==> src/rtl/mtl_lcd_pkg.sv <==
// Timing constants, pixel types and raster-window helpers for the MTL LCD transmitter.
package mtl_lcd_pkg;

  // Raster geometry in panel clocks / lines.
  localparam int unsigned HTotal  = 1056;
  localparam int unsigned VTotal  = 525;
  localparam int unsigned HSync   = 30;
  localparam int unsigned VSync   = 13;
  localparam int unsigned HAct    = 50;
  localparam int unsigned VAct    = 23;
  localparam int unsigned HActive = 800;
  localparam int unsigned VActive = 480;
  localparam int unsigned HImg    = 768;
  localparam int unsigned HBorder = 16;

  // First panel clock of the scaled NES image within a line.
  localparam int unsigned ImgX0 = HAct + HBorder;

  // Counter widths: x spans 0..1055, line spans 0..524.
  localparam int unsigned XW = 11;
  localparam int unsigned YW = 10;

  typedef struct packed {
    logic [7:0] r;
    logic [7:0] g;
    logic [7:0] b;
  } rgb24_t;

  localparam rgb24_t BorderRgb = 24'h101010;
  localparam rgb24_t BlackRgb  = 24'h000000;

  // Per-clock timing flags carried down the latency-matching delay line.
  typedef struct packed {
    logic hsd;
    logic vsd;
    logic de;
    logic img;
    logic fs;
  } tflag_t;

  // Idle raster: syncs deasserted (high), no data, no frame marker.
  localparam tflag_t FlagRst = '{hsd: 1'b1, vsd: 1'b1, de: 1'b0, img: 1'b0, fs: 1'b0};

  // True inside the 800x480 active window.
  function automatic logic in_de(logic [XW-1:0] x, logic [YW-1:0] y);
    return (x >= XW'(HAct)) && (x < XW'(HAct + HActive)) &&
           (y >= YW'(VAct)) && (y < YW'(VAct + VActive));
  endfunction

  // True inside the 768-wide scaled image, i.e. active window minus side borders.
  function automatic logic in_img(logic [XW-1:0] x, logic [YW-1:0] y);
    return in_de(x, y) && (x >= XW'(ImgX0)) && (x < XW'(ImgX0 + HImg));
  endfunction

endpackage

==> src/rtl/mtl_pipe_dly.sv <==
// Fixed-depth shift register with a per-bit synchronous reset value.
module mtl_pipe_dly #(
  parameter int unsigned       Width  = 1,
  parameter int unsigned       Depth  = 1,
  parameter logic [Width-1:0]  RstVal = '0
) (
  input  logic             i_clk,
  input  logic             i_rst,
  input  logic [Width-1:0] i_d,
  output logic [Width-1:0] o_q
);

  logic [Width-1:0] stage_q [Depth];

  // Shift one stage per clock; reset flushes every stage to the idle value.
  always_ff @(posedge i_clk) begin
    if (i_rst) begin
      for (int i = 0; i < Depth; i++) begin
        stage_q[i] <= RstVal;
      end
    end else begin
      stage_q[0] <= i_d;
      for (int i = 1; i < Depth; i++) begin
        stage_q[i] <= stage_q[i-1];
      end
    end
  end

  assign o_q = stage_q[Depth-1];

endmodule

==> src/rtl/mtl_lcd_tx.sv <==
// MTL panel transmitter: raster timing, x3/x2 NES scaling, pixel fetch and
// latency-matched RGB output.
module mtl_lcd_tx
  import mtl_lcd_pkg::*;
#(
  // Clocks from o_pix_req to valid i_pix_rgb; legal range 1..4.
  parameter int unsigned RD_LAT = 2
) (
  input  logic        i_clk,
  input  logic        i_rst,
  output logic        o_hsd,
  output logic        o_vsd,
  output logic        o_de,
  output logic [7:0]  o_r,
  output logic [7:0]  o_g,
  output logic [7:0]  o_b,
  output logic        o_pix_req,
  output logic [7:0]  o_pix_x,
  output logic [7:0]  o_pix_y,
  input  logic [23:0] i_pix_rgb,
  output logic        o_frame_start
);

  // Stage-0 raster position.
  logic [XW-1:0] xcnt_q, xcnt_d;
  logic [YW-1:0] line_q, line_d;
  logic          x_wrap;

  // Fetch side, aligned with stage 0.
  logic [1:0]    sub_q, sub_d;
  logic [7:0]    pix_x_q, pix_x_d;
  logic [7:0]    pix_y_q, pix_y_d;
  logic          req_q, req_d;

  // Timing flags at stage 0 and after the read-latency delay.
  tflag_t        flags0;
  tflag_t        flags_dly;

  // Output register.
  logic          hsd_q, vsd_q, de_q, fs_q;
  rgb24_t        rgb_q, rgb_d;

  // Next raster position; x and line wrap on the same edge at end of frame.
  always_comb begin
    x_wrap = (xcnt_q == XW'(HTotal - 1));
    xcnt_d = x_wrap ? '0 : xcnt_q + XW'(1);
    line_d = line_q;
    if (x_wrap) begin
      line_d = (line_q == YW'(VTotal - 1)) ? '0 : line_q + YW'(1);
    end
  end

  // Stage-0 timing flags decoded from the current raster position.
  always_comb begin
    flags0.hsd = (xcnt_q >= XW'(HSync));
    flags0.vsd = (line_q >= YW'(VSync));
    flags0.de  = in_de(xcnt_q, line_q);
    flags0.img = in_img(xcnt_q, line_q);
    flags0.fs  = (xcnt_q == '0) && (line_q == '0);
  end

  // Fetch request and NES coordinates, computed one clock early from the next
  // raster position so the registered request lines up with stage 0.
  always_comb begin
    req_d   = in_img(xcnt_d, line_d);
    sub_d   = sub_q;
    pix_x_d = pix_x_q;
    pix_y_d = pix_y_q;
    if (req_d) begin
      if (xcnt_d == XW'(ImgX0)) begin
        sub_d   = 2'd0;
        pix_x_d = 8'd0;
      end else if (sub_q == 2'd2) begin
        sub_d   = 2'd0;
        pix_x_d = pix_x_q + 8'd1;
      end else begin
        sub_d   = sub_q + 2'd1;
      end
      // Each NES row is shown on two consecutive panel lines.
      pix_y_d = 8'((line_d - YW'(VAct)) >> 1);
    end
  end

  // Raster counters and fetch-side state.
  always_ff @(posedge i_clk) begin
    if (i_rst) begin
      xcnt_q  <= '0;
      line_q  <= '0;
      sub_q   <= 2'd0;
      pix_x_q <= 8'd0;
      pix_y_q <= 8'd0;
      req_q   <= 1'b0;
    end else begin
      xcnt_q  <= xcnt_d;
      line_q  <= line_d;
      sub_q   <= sub_d;
      pix_x_q <= pix_x_d;
      pix_y_q <= pix_y_d;
      req_q   <= req_d;
    end
  end

  // Hold the timing flags for RD_LAT clocks so they meet the returning pixel.
  mtl_pipe_dly #(
    .Width  ($bits(tflag_t)),
    .Depth  (RD_LAT),
    .RstVal (FlagRst)
  ) u_flag_dly (
    .i_clk (i_clk),
    .i_rst (i_rst),
    .i_d   (flags0),
    .o_q   (flags_dly)
  );

  // Colour select: fetched pixel inside the image, border colour in the rest
  // of the active window, black elsewhere.
  always_comb begin
    rgb_d = BlackRgb;
    if (flags_dly.img) begin
      rgb_d = rgb24_t'(i_pix_rgb);
    end else if (flags_dly.de) begin
      rgb_d = BorderRgb;
    end
  end

  // Output register: every output is stage 0 delayed by RD_LAT+1 clocks.
  always_ff @(posedge i_clk) begin
    if (i_rst) begin
      hsd_q <= 1'b1;
      vsd_q <= 1'b1;
      de_q  <= 1'b0;
      fs_q  <= 1'b0;
      rgb_q <= BlackRgb;
    end else begin
      hsd_q <= flags_dly.hsd;
      vsd_q <= flags_dly.vsd;
      de_q  <= flags_dly.de;
      fs_q  <= flags_dly.fs;
      rgb_q <= rgb_d;
    end
  end

  assign o_hsd         = hsd_q;
  assign o_vsd         = vsd_q;
  assign o_de          = de_q;
  assign o_r           = rgb_q.r;
  assign o_g           = rgb_q.g;
  assign o_b           = rgb_q.b;
  assign o_frame_start = fs_q;
  assign o_pix_req     = req_q;
  assign o_pix_x       = pix_x_q;
  assign o_pix_y       = pix_y_q;

endmodule
==> config.mk <==
export PLATFORM = sky130hd
export DESIGN_NAME = mtl_lcd_tx
export DESIGN_NICKNAME = d
export VERILOG_FILES = /design/src/rtl/mtl_lcd_pkg.sv /design/src/rtl/mtl_pipe_dly.sv /design/src/rtl/mtl_lcd_tx.sv
export SDC_FILE = /design/constraint.sdc
export NUM_CORES = 1
export LEC_CHECK = 0
export CAP_MARGIN = 10
export CELL_PAD_IN_SITES_DETAIL_PLACEMENT = 0
export CELL_PAD_IN_SITES_GLOBAL_PLACEMENT = 1
export CORE_MARGIN = 3
export CORE_UTILIZATION = 42
export DETAILED_ROUTE_END_ITERATION = 6
export MAX_ROUTING_LAYER = met4
export PLACE_DENSITY = 0.87
export SYNTH_ARGS = -nofsm -noshare
export SYNTH_HDL_FRONTEND = slang
export SYNTH_SLANG_ARGS = --single-unit
==> constraint.sdc <==
create_clock -name i_clk -period 5.5 [get_ports i_clk]
set_clock_uncertainty 0.1 [all_clocks]
set_input_delay 1.65 -clock i_clk [delete_from_list [all_inputs] [get_ports i_clk]]
set_output_delay 1.65 -clock i_clk [all_outputs]
set_load 0.1 [all_outputs]
==> out/summary.txt, run 1 <==
Status = complete, no violations
MaxCap Viol Count = 0
Levels on crit path = 13
Internal power = 0.000773 W
Worst VDD drop = 112 uV
Crit path cell chain = ha_1 > and3_1 > and3_1 > nand2_1 > o21ai_0 > ha_1 > a41oi_1 > a31oi_2 > mux2i_1 > nand3_1 > buf_4 > or3b_1 > a21oi_1
Synth Instances = 416
Drc violations = 0
Register share of total power = 55.5%
Seq/Total Area, Yosys = 42.9%
Final total power = 0.00104 W
Worst-path fanout max = 19
Main combinational cell family by area after synthesis = simple AND/OR/NAND/NOR gates
Die height = 99.1 um
Worst Hold Path Cells = 1
Die Area = 0.00983 sq mm
P per Cell Area = 229 mW/mm^2
Hold Crit Class = reg -> reg
I/O Pins = 71
Clock sink count = 78
Initial antenna violation count = 0
Xor/xnor cell area share of the yosys netlist = 4.57%
Antenna cells = 0
DR pass1 iterations = 4
Simple logic cell fraction of the synthesized area = 29.8%
R2R cell count = 13
Register bit count reported by yosys = 78
M3 GR Usage = 3.86%
Filler cell count = 802
Share of post-route cells with drive strength above 1 = 6.74%
Core Util, Final = 54.8%
Vias in the first global route = 2,789
CP Data Required Time = 5.68 ns
Top_reg_cell synth = dfxtp_1
Met1 GRT Util = 22.8%
Layout area overhead = 24.8%
Clock buffer count from CTS = 9
Cell area after synthesis = 0.00364 sq mm
Max Clk Rate = 247 MHz
Adder-Cell Fraction of Synth Area = 2.75%
CTS tree = built
Die X-Extent = 99.1 um
Routing usage on met2 = 26.1%
Fin cells = 580
Initial DRC Count = 135
Post-CTS sizing = 0
Crit. End Element = register
Psw = 0.000269 W
Core box area = 0.00830 sq mm
Setup_tns = 0 ns
Placer Congestion = 0.870
Pleak = 1.68 nW
Clk slew on worst S/H paths = 0.09 ns
Routed WL = 8030 um
First-pass GRT wire length = 13,600 um
Port buffer count = 70
Mux share of post-synthesis cell area = 2.47%
Routed vias/inst = 5.25
Crit path max-delay family = simple AND/OR/NAND/NOR gates
Final net count = 504
Post-CTS Repair Setup Buffers = 0
Final hold vios = 0
Final ANT Viol Nets = 0
Slew Limit Fails = 0
Max stage delay on crit path = 0.56 ns
Top cell type's share of synthesized area = 42.9%
Starting Density = 43.9%
RSZ-0062 raised after global routing = no
Switching power share of the total = 25.8%
Clock power frac = 39.0%
Largest net degree at the start of global routing = 67
Synth Area in Compound Gates = 12.1%
CTS Hold Buffers Added = 0
Ys async rst share = 0%
Kind of critical path = reg -> reg
Startpoint Class = register
Busiest grt layer = met2
Buffer and inverter count on the worst path = 1
HPWL Detailed = 5780 um
Fin crit share = 73.7%
GRT Resource Usage Total = 17.2%
Syn_area_per_cell = 8.76 sq um
YS warnings = 0
Top post-synthesis cells by area = dfxtp_1, and2_1, nor2_1, nor2b_1, xnor2_1
Routed vias = 3,047
Slowest CP cell = and3_1
Cell area after layout = 0.00455 sq mm
Syn nets = 450
Synth unique cells = 54
Minimum clock period = 4.05 ns
Clk buf depth = 2
# setup viols final = 0
Cell accounting for the most synthesized area = dfxtp_1
Critical Path AT = 4.23 ns
Number of synthesized flops with an enable pin = 0
Max H-tree Level = 3
Clock Latency Late Sink = 0.35 ns
Dpl cell area = 0.00436 sq mm
Clk root buf = clkbuf_8
Slew @ Worst Pin = 1.01 ns
Wirelength per Cell = 13.8 um
Combinational power share = 5.5%
Grt ovf = 0
Placement Rows = 33
Slew headroom = 32.7%
Post-Place Cells = 564
stage by stage:
stage	hold slack, ns	setup slack [ns]
5_1_grt	0.333	1.00
6_report	0.315	1.45
2_1_floorplan	0.289	1.98
3_3_place_gp	0.293	1.64
4_1_cts	0.314	1.42
3_5_place_dp	0.294	1.44
power groups by stage:
stage                     Clock [W]  Sequential [W]  Combinational, W
after floorplan                   0        0.000594         0.0000291
after global placement            0        0.000591         0.0000579
after detailed placement          0        0.000591         0.0000577
after CTS                  0.000421        0.000578         0.0000581
after global routing       0.000445        0.000580         0.0000626
final                      0.000407        0.000578         0.0000574
cell usage after synthesis, types with 3 or more instances:
cell type and n:
clkbuf_1 23, nor4_1 4, inv_1 19, or3_1 5, nand3_1 20, a211oi_1 5
nor3_1 15, nand2_1 26, xnor2_1 12, dfxtp_1 78, xor2_1 7, nand4_1 6
nor2b_1 17, mux2i_1 9, and2_1 27, a21oi_1 11, or4_1 4, nor2_1 34
and3_1 6, ha_1 8, nor3b_1 3, nand3b_1 4, o21ai_0 16, o41ai_1 3
buf_2 3, or2_2 6, and4_1 4, o32ai_1 5
registers in the layout, indices dropped and copies added (netlist names):
name,cells
o_pix_y,8
line_q,10
o_r,8
o_pix_x,8
o_g,8
xcnt_q,11
o_frame_start,1
o_de,1
u_flag_dly.stage_q,10
o_pix_req,1
o_hsd,1
sub_q,2
o_b,8
o_vsd,1
cell type report:
type	count	area (sq um)	share of cell area, %
multi-input cells	290	1880	41.4
flip-flops and latches	78	1560	34.3
repair buffers	72	711	15.6
well taps	105	131	2.89
clock buffers	9	124	2.72
inverters	19	71.3	1.57
clock inverters	7	66.3	1.46
worst paths after layout:
path / to / start / slack [ns]
min reg2reg: o_vsd / u_flag_dly.stage_q[0][8] / 0.31
max reg2reg: o_pix_y[6] / xcnt_q[1] / 1.45
min: o_vsd / u_flag_dly.stage_q[0][8] / 0.31
max: o_pix_y[6] / xcnt_q[1] / 1.45
placed cells by master, fill, tap and decap left out, drive strengths merged, types with 3 or more instances in the layout:
cell / Yosys / layout
inv: 19 / 22
mux2i: 9 / 9
xnor2: 12 / 12
and2: 27 / 27
and3: 6 / 6
nor3: 15 / 15
xor2: 7 / 7
o41ai: 3 / 3
nor4b: 3 / 3
o32ai: 5 / 5
buf: 6 / 3
or3: 5 / 5
nor4: 4 / 4
nand3: 20 / 20
a31oi: 3 / 3
nand3b: 4 / 4
o21ai: 16 / 16
nor2: 34 / 34
clkdlybuf4s50: 0 / 69
clkbuf: 23 / 9
nand4: 6 / 6
ha: 8 / 8
dfxtp: 78 / 78
nor2b: 17 / 17
nand2: 26 / 26
a21oi: 11 / 11
or4: 6 / 6
or2: 6 / 6
a211oi: 6 / 6
and4: 4 / 4
nor3b: 3 / 3
worst register-to-register path: stages, from the launching register on:
cell	delay, ns
dfxtp_1	0.47
ha_1	0.33
and3_1	0.35
and3_1	0.57
nand2_1	0.12
o21ai_0	0.25
ha_1	0.25
a41oi_1	0.17
a31oi_2	0.29
mux2i_1	0.22
nand3_1	0.10
buf_4	0.23
or3b_1	0.39
a21oi_1	0.14
routing by layer:
metal	wire length (um)	vias up
li1	-	1554
met1	3790	1417
met2	3770	63
met3	331	13
met4	138	0
met5	0	-
cell families (layout without fill, tap and decap cells):
family | after synthesis | count (layout)
AO/OA/AOI/OAI | 61 | 61
XOR/XNOR | 19 | 19
adder cells (fa/ha/maj) | 8 | 8
buffers and inverters | 48 | 107
flip-flops | 78 | 78
multiplexers | 9 | 9
AND/OR/NAND/NOR | 193 | 193
Power figures use the tool's default switching activity.
==> run 2: changes to the inputs <==
CORE_UTILIZATION = 35   (was 42)
PLACE_DENSITY = 0.78   (was 0.87)
clock period = 3.6 ns   (was 5.5 ns; I/O delays follow)
==> run 2 against run 1 <==
  * Combinational power up 74%
  * Critical path depth down 2
  * Sequential power up 52%
  * Design area up 1.8%
  * Wire length up 6.2%
  * Setup slack worse by 1.2 ns
  * Die area up 19%
  * Via count up 2.7%
  * First-iteration DRC count up 99%
  * Global-route usage down 1.9 points
  * Critical endpoint is now o_pix_x[2]
  * Highest routed layer unchanged
==> out/summary.txt, run 2 (same netlist as run 1, synthesis figures left out) <==
P per Cell Area = 337 mW/mm^2 (+47%)
Critical Path Start = line_q[5]
Clock sink count = 78 (unchanged)
Hold Crit Class = reg -> reg
Slew @ Worst Pin = 0.787 ns (-0.220 ns)
Placement Rows = 36 (+9.1%)
Initial DRC Count = 269 (+99%)
Hold Slack = 0.312 ns (-0.00271 ns)
Clock Latency Late Sink = 0.35 ns (about the same)
Layout area overhead = 27.0%
RSZ-0062 raised after global routing = no
Minimum clock period = 3.39 ns (-0.664 ns)
CTS Hold Buffers Added = 0 (unchanged)
R2R cell count = 11 (-2)
Pleak = 1.88 nW (+12%)
Final total power = 0.00156 W (+50%)
Largest net degree at the start of global routing = 42 (-37%)
Wirelength per Cell = 13.5 um (-2.2%)
Top flop regs = xcnt_q (11), line_q (10), u_flag_dly.stage_q (10)
Most frequent cells in the layout = dfxtp_1, buf_4, nor2_1
Setup slack after layout = 0.209 ns (-1.24 ns)
Port buffer count = 70 (unchanged)
Drc violations = 0 (unchanged)
Max stage delay on crit path = 0.55 ns (about the same)
Clk buf depth = 2 (unchanged)
Filler cell count = 972 (+21%)
Final hold vios = 0 (unchanged)
Worst Hold Path Cells = 1 (unchanged)
Most common cell after layout, fill and taps aside = dfxtp_1
Worst VDD drop = 130 uV (+16%)
Die X-Extent = 108 um (+9.0%)
Post-CTS sizing = 0 (unchanged)
Max reg flops = 11 (unchanged)
Core box area = 0.00995 sq mm (+20%)
Max H-tree Level = 3 (unchanged)
Initial antenna violation count = 0 (unchanged)
Share of post-route cells with drive strength above 1 = 20.1% (+13 points)
Crit. End Element = register
Fin crit share = 94.2% (+20 points)
Routed vias = 3,130 (+2.7%)
Reg area = 0.00156 sq mm (about the same)
Post-Place Cells = 614 (+8.9%)
CTS tree = built
Placer Congestion = 0.842 (-3.2%)
Startpoint Class = register
Worst r2r dst = o_pix_x[2]
Worst-path fanout max = 6 (-13)
Hold path endpoint = o_vsd
Clk root buf = clkbuf_8
Max Clk Rate = 295 MHz (+20%)
Grt ovf = 0 (unchanged)
Multi-input gate area = 0.00189 sq mm (+0.40%)
Routed WL = 8530 um (+6.2%)
Crit path cell chain = or4_4 > or4_4 > nand2_1 > o21ai_0 > ha_1 > a41oi_2 > a31oi_2 > mux2i_1 > nand3_1 > nand2b_1 > o41ai_1
Kind of critical path = reg -> reg
DR pass1 iterations = 4 (unchanged)
Final ANT Viol Nets = 0 (unchanged)
Clk slew on worst S/H paths = 0.08 ns (about the same)
First-pass GRT wire length = 14,000 um (+3.1%)
I/O Pins = 71 (unchanged)
Flop2flop setup slack = 0.21 ns (-1.24 ns)
Final net count = 526 (+4.4%)
HPWL Detailed = 6220 um (+7.6%)
Antenna cells = 0 (unchanged)
Min-delay src = u_flag_dly.stage_q[0][8]
Routed vias/inst = 4.97 (-5.4%)
Slowest CP cell = or4_4
MaxCap Viol Count = 0 (unchanged)
Worst path most repeated cell = or4_4
Setup_tns = 0 ns (unchanged)
CP Data Required Time = 3.74 ns (-1.94 ns)
# setup viols final = 0 (unchanged)
Fin cells = 630 (+8.6%)
Vias in the first global route = 2,899 (+3.9%)
Post-CTS Repair Setup Buffers = 0 (unchanged)
Status = complete, no violations
Largest register by flop count = xcnt_q
Clock buffer count from CTS = 9 (unchanged)
GRT Resource Usage Total = 15.4% (-1.9 points)
Reg2reg start = line_q[5]
Critical Path AT = 3.53 ns (-0.70 ns)
Die Area = 0.0117 sq mm (+19%)
Starting Density = 36.6% (-7.3 points)
Slew Limit Fails = 0 (unchanged)
Die height = 108 um (+9.0%)
Slew headroom = 47.5% (+15 points)
Placement Setup Slack = 0.153 ns (-1.29 ns)
[run 2: worst max-delay path: cells and delay by family (launching register included)]
| family | cells | cell delay (ns) |
|---|---|---|
| simple gates | 5 | 1.59 |
| fa+ha+maj | 1 | 0.28 |
| flops | 1 | 0.32 |
| mux | 1 | 0.17 |
| compound gates | 4 | 0.82 |
[run 2: stage by stage]
| step | utilization [%] | instance area [sq um] |
|---|---|---|
| final | 46.5 | 4630 |
| after global routing | 46.5 | 4630 |
| after CTS | 46.4 | 4620 |
| after detailed placement | 44.6 | 4440 |
| after global placement | 44.6 | 4440 |
| after floorplan | - | 3640 |
[run 2: layout make-up]
type                       instances  share of cell area (%)
clock inverter                     6                    1.00
clock buffer                      10                    2.76
sequential                        78                    33.8
multi-input combinational        290                    40.8
tap                              133                    3.60
inverter                          19                    1.54
timing repair buffer              94                    16.5
[run 2: power by group]
part | switching (W) | internal (W) | total (W)
Combinational | 0.0000514 | 0.0000488 | 0.000100
Sequential | 0.00000465 | 0.000872 | 0.000876
Clock | 0.000328 | 0.000254 | 0.000582
[run 2: worst max-delay path by stage]
| stage | cells past startpoint | slack, ns | to |
|---|---|---|---|
| 4_1_cts | 12 | 0.14 | o_pix_y[7] |
| 3_5_place_dp | 12 | 0.15 | o_pix_y[7] |
| 2_1_floorplan | 16 | 0.08 | o_pix_x[2] |
| 5_1_grt | 11 | 0.004 | o_pix_x[2] |
| 6_report | 11 | 0.21 | o_pix_x[2] |
| 3_3_place_gp | 12 | 0.23 | o_pix_y[7] |
[run 2: layer usage]
metal  track usage (%)  routed length, um  vias up
li1                  -                  -     1597
met1              20.5               4040     1442
met2              23.1               3930       89
met3              3.10                514        2
met4              5.59                 45        0
met5                 -                  0        -
